[src/rtl/step3_normalize_pack.sv]
// step3_normalize_pack: output stage of the floating-point MAC pipeline.
// It takes a raw 48-bit significand with its exponent and sign, normalizes it
// one bit per cycle, rounds to nearest-even, saturates to infinity or flushes
// to signed zero, and packs an IEEE-754 single-precision word.
// The binary point of the incoming significand sits between bits 46 and 45.
`timescale 1ns/1ps
module step3_normalize_pack #(
  parameter int MAN_W   = 48,
  parameter int EXP_MAX = 255
) (
  input  logic             clock,
  input  logic             resetn,
  input  logic             in_valid,
  output logic             in_ready,
  input  logic [MAN_W-1:0] in_man,
  input  logic [7:0]       in_ex,
  input  logic             in_sign,
  output logic             out_valid,
  input  logic             out_ready,
  output logic [31:0]      out_result,
  output logic [2:0]       out_flags
);

  localparam logic [1:0] IDLE  = 2'd0;
  localparam logic [1:0] NORM  = 2'd1;
  localparam logic [1:0] ROUND = 2'd2;
  localparam logic [1:0] DONE  = 2'd3;

  localparam logic signed [9:0] EXP_MAX_S = 10'(EXP_MAX);

  logic [1:0]        state_q, state_d;
  logic [47:0]       m_q, m_d;
  logic signed [9:0] e_q, e_d;
  logic              sign_q, sign_d;
  logic              sticky_q, sticky_d;
  logic [31:0]       result_q, result_d;
  logic [2:0]        flags_q, flags_d;

  logic              guardBit;
  logic              stickyAll;
  logic              roundUp;
  logic [23:0]       fracSum;
  logic signed [9:0] eRound;
  logic              inexact;

  // Round-to-nearest-even on the normalized significand; a carry out of the
  // 23-bit fraction leaves the fraction at zero and bumps the exponent.
  always_comb begin
    guardBit  = m_q[22];
    stickyAll = sticky_q | (|m_q[21:0]);
    roundUp   = guardBit & (stickyAll | m_q[23]);
    fracSum   = {1'b0, m_q[45:23]} + {23'b0, roundUp};
    eRound    = fracSum[23] ? (e_q + 10'sd1) : e_q;
    inexact   = guardBit | stickyAll;
  end

  // Next-state logic: capture in IDLE, shift one bit per cycle in NORM,
  // round and pack in ROUND, hold the result in DONE until it is taken.
  always_comb begin
    state_d  = state_q;
    m_d      = m_q;
    e_d      = e_q;
    sign_d   = sign_q;
    sticky_d = sticky_q;
    result_d = result_q;
    flags_d  = flags_q;
    case (state_q)
      IDLE: begin
        if (in_valid) begin
          m_d      = in_man;
          e_d      = {2'b00, in_ex};
          sign_d   = in_sign;
          sticky_d = 1'b0;
          if (in_man == '0) begin
            result_d = {in_sign, 31'b0};
            flags_d  = 3'b000;
            state_d  = DONE;
          end else begin
            state_d = NORM;
          end
        end
      end
      NORM: begin
        if (m_q[47]) begin
          m_d      = {1'b0, m_q[47:1]};
          sticky_d = sticky_q | m_q[0];
          e_d      = e_q + 10'sd1;
          state_d  = ROUND;
        end else if (m_q[46]) begin
          state_d = ROUND;
        end else if (e_q <= 10'sd1) begin
          result_d = {sign_q, 31'b0};
          flags_d  = 3'b010;
          state_d  = DONE;
        end else begin
          m_d = {m_q[46:0], 1'b0};
          e_d = e_q - 10'sd1;
        end
      end
      ROUND: begin
        if (eRound >= EXP_MAX_S) begin
          result_d = {sign_q, 8'hFF, 23'b0};
          flags_d  = {1'b1, 1'b0, inexact};
        end else begin
          result_d = {sign_q, eRound[7:0], fracSum[22:0]};
          flags_d  = {1'b0, 1'b0, inexact};
        end
        e_d     = eRound;
        state_d = DONE;
      end
      DONE: begin
        if (out_ready) begin
          state_d = IDLE;
        end
      end
      default: state_d = IDLE;
    endcase
  end

  // State and datapath registers; reset abandons any word in flight.
  always_ff @(posedge clock or negedge resetn) begin
    if (!resetn) begin
      state_q  <= IDLE;
      m_q      <= '0;
      e_q      <= '0;
      sign_q   <= 1'b0;
      sticky_q <= 1'b0;
      result_q <= '0;
      flags_q  <= '0;
    end else begin
      state_q  <= state_d;
      m_q      <= m_d;
      e_q      <= e_d;
      sign_q   <= sign_d;
      sticky_q <= sticky_d;
      result_q <= result_d;
      flags_q  <= flags_d;
    end
  end

  assign in_ready   = (state_q == IDLE);
  assign out_valid  = (state_q == DONE);
  assign out_result = result_q;
  assign out_flags  = flags_q;

endmodule

[config.mk]
export PLATFORM = sky130hd
export DESIGN_NAME = step3_normalize_pack
export DESIGN_NICKNAME = d
export VERILOG_FILES = /design/src/rtl/step3_normalize_pack.sv
export SDC_FILE = /design/constraint.sdc
export NUM_CORES = 1
export LEC_CHECK = 0
export CORE_ASPECT_RATIO = 0.6
export CORE_MARGIN = 2
export CORE_UTILIZATION = 40
export CTS_BUF_LIST = sky130_fd_sc_hd__clkbuf_4 sky130_fd_sc_hd__clkbuf_8
export DETAILED_ROUTE_END_ITERATION = 16
export PLACE_DENSITY_LB_ADDON = 0.1
export SLEW_MARGIN = 20
export SYNTH_ARGS = -nofsm -noshare
export SYNTH_HDL_FRONTEND = slang
export SYNTH_SLANG_ARGS = --single-unit
[constraint.sdc]
create_clock -name clock -period 4.1 [get_ports clock]
set_clock_uncertainty 0.1 [all_clocks]
set_input_delay 0.82 -clock clock [delete_from_list [all_inputs] [get_ports clock]]
set_output_delay 0.82 -clock clock [all_outputs]
set_load 0.05 [all_outputs]
==> summary.md <==
| Metric | Value |
|---|---|
| Worst path max stage delay | between 600 and 700 ps |
| Outcome | finished clean |
| Setup bufs post-CTS | 0 |
| Drt initial violations | a little under 600 |
| Post-Route WL | roughly 18000 um |
| Vias in the first global route | ~5200 |
| Netlist cell types | 61 |
| CTS tree | yes |
| Number of synthesis warnings | 0 |
| Routed Antenna Nets | 0 |
| Later-pin clock latency in the skew report | roughly 370 ps |
| P per Cell Area | slightly above 800 mW/mm^2 |
| Die width | between 150 and 200 um |
| Hold Violations, Final | 0 |
| ANT cells | 0 |
| Register area | between 0.002 and 0.0025 sq mm |
| Avg Inst Size Synth | 8.74 sq um |
| First-pass iteration count of the detailed router | 5 |
| Final setup fails | 0 |
| Site row count | 34 |
| Mapped cell area | just over 0.006 sq mm |
| R2R setup slack | around 790 ps |
| Worst path arrival time | 3660 ps |
| # IOs | 98 |
| Max Slew Vio Count | 0 |
| Post-DP HPWL | ~13000 um |
| Rel. slew slack | about a third |
| Largest net degree at the start of global routing | 76 |
| CP Data Required Time | 4310 ps |
| Area growth syn-to-layout | 20.2% |
| Share of the synthesized area in the top cell type | between 30% and 40% |
| Vias/cell | approximately 5.9 |
| Gr usage total | 23.1% |
| Most common cell in the synthesized netlist | nand2_1 |
| Largest cells by area after synthesis | dfrtp_1 40%, nand2_1 7.0%, a221oi_1 6.7% |
| Net count after synthesis | ~770 |
| Synth cell count leaders | 114 x nand2_1, 97 x dfrtp_1, 61 x o21ai_0 |
| Slowest cell on crit path | nor4_1 |
| # clock sinks | between 90 and 100 |
| Gp weighted congestion | a little over 0.9 |
| H-tree level count | 3 |
| Routed len/inst | 19.0 um |
| Top cell type by total area after synthesis | dfrtp_1 |
| Max Cap Viol | 0 |
| Crit. End Element | flop |
| Initial Util | 41.6% |
| Layout Cells excl Fill | approximately 950 |
| Port bufs | 97 |
| Fin crit share | roughly 84% |
| Number of CTS-inserted buffers | 9 |
| Critical path startpoint category | input port |
| Fraction of final layout cells sized beyond drive strength 1 | under 10% |
| Hold/Removal Path Class | in2async |
| P_leak | 3.08 nW |
| Global-route wire length before repair | around 29000 um |
| Post-cts resize count | 0 |
| Core area | between 0.01 and 0.015 sq mm |
| Clk pin slew, worst setup/hold paths | roughly 100 ps |
| Drc violations | 0 |
| Via count | approximately 5600 |
| Die area | about 0.016 sq mm |
| Seq cells post-synth | 97 |
| WS Path Type | in2reg |
| CTS root buffer | clkbuf_8 |
| Min Tclk post-route | around 3400 ps |
| Die Ht | approximately 100 um |
| Worst-Margin Slew | between 900 and 1000 ps |
| Register area share after synthesis | slightly below 40% |
| Cell Chain, Critical Path | clkdlybuf4s50_1, nor4_1, nand4_1, nor4_1, buf_4, o21bai_4, buf_4, a211oi_1, a21o_1 |
| Worst Path Max Fanout | 50 |
| Cells after synthesis | 698 |
| Main synth FF type | dfrtp_1 |
| Global route overflow | 0 |
| Total chip power | ~6 mW |
| Final nets | 818 |
| Antenna violations before repair | 0 |
| Multi-input logic area | approximately 0.0034 sq mm |
| Post-synth ARST share | 100% |
| Placed cells | 935 |
| Final core occ | about half |
| Post-synth EDFFs | 0 |
| Post-CTS Hold Buffers | 0 |
| Worst VDD drop | 541 uV |
| Filler instances | 1347 |
| Clk buf depth | 2 |
| Max Fclk | 290 MHz |
| Setup TNS | 0 ps |
| Unrepaired setup endpoints after global routing | false |
-- flip-flops by register name, summed over array words and instances (netlist names) --
name / cells
e_q: 10
m_q: 48
out_flags: 3
out_result: 32
sign_q: 1
state_q: 2
sticky_q: 1
-- area by class of cell --
class / instances / share of cell area (%)
clock inverter: 6 / 0.939
clock buffer: 10 / 1.79
tap: 198 / 3.38
inverter: 11 / 0.563
multi-input combinational: 523 / 45.8
sequential: 97 / 33.1
timing repair buffer: 107 / 14.4
-- worst max-delay path, delay by kind of cell --
| family | cells | cell delay [ps] |
|---|---|---|
| buffers and inverters | 3 | 1040 |
| AO/OA/AOI/OAI | 3 | 500 |
| AND/OR/NAND/NOR | 3 | 1280 |
-- per-layer routing --
metal  GRT usage (%)  part of all wire [%]
met3            5.92                   7.5
met1            37.2                    52
met2            30.3                    39
met5               0                     0
met4            4.90                   1.1
-- where the power goes --
part | internal [mW] | switching [mW] | total, mW
Clock | 0.290 | 0.354 | 0.644
Combinational | 1.14 | 2.23 | 3.36
Sequential | 1.37 | 0.599 | 1.96
Total | 2.79 | 3.18 | 5.97
-- kinds of logic (layout without fill, tap and decap cells) --
kind of cell / after synthesis / count (layout) / synth area share, %
buffers and inverters: 78 / 134 / 5.33
DFF: 97 / 97 / 39.8
and+or+nand+nor: 289 / 289 / 24.6
AOI/OAI and AO/OA: 185 / 185 / 22.7
adders and majority gates: 8 / 8 / 1.64
xor gates and xnor gates: 37 / 37 / 5.31
muxes: 4 / 4 / 0.677
-- cells in the final DEF (no fill, tap or decap), types with 2 or more instances in the layout --
cell	Yosys	final
nand3_1	10	10
o31ai_2	16	16
and2_1	5	5
xnor2_1	23	23
clkinvlp_4	0	4
o22a_1	2	2
nand2_1	114	114
clkdlybuf4s50_1	0	96
a21oi_1	15	15
inv_1	9	9
ha_1	8	8
a221oi_1	47	47
nor2_1	32	32
and4_1	5	5
a31oi_1	5	5
or2_2	5	5
dfrtp_1	97	97
nor3_1	12	12
o21ai_0	61	61
clkbuf_8	0	9
a32oi_1	3	3
nor4_1	21	21
buf_4	1	10
clkinv_1	2	2
o31ai_1	7	7
a211oi_1	5	5
and3_1	56	56
a211o_1	6	6
nor4b_1	2	2
a21o_1	5	5
mux2i_1	3	3
nand4_1	13	13
xor2_1	14	14
nand2b_1	3	3
-- metrics by stage --
step	hold slack, ps	setup WS [ps]	area [sq um]
6_report	311	652	7330
4_1_cts	394	708	7310
2_1_floorplan	373	1230	6100
3_5_place_dp	372	317	7110
3_3_place_gp	360	348	7110
5_1_grt	309	465	7330
-- worst paths after layout --
path / from / end / cells past startpoint
max: in_man[39] / out_result[24] / 9
min: resetn / m_q[10] / 1
max reg2reg: e_q[0] / m_q[25] / 9
min reg2reg: out_result[1] / out_result[1] / 2
max in group asynchronous: resetn / out_result[19] / 3
min in group clock: out_result[1] / out_result[1] / 2
No activity file was read; power rests on OpenSTA's default activity.
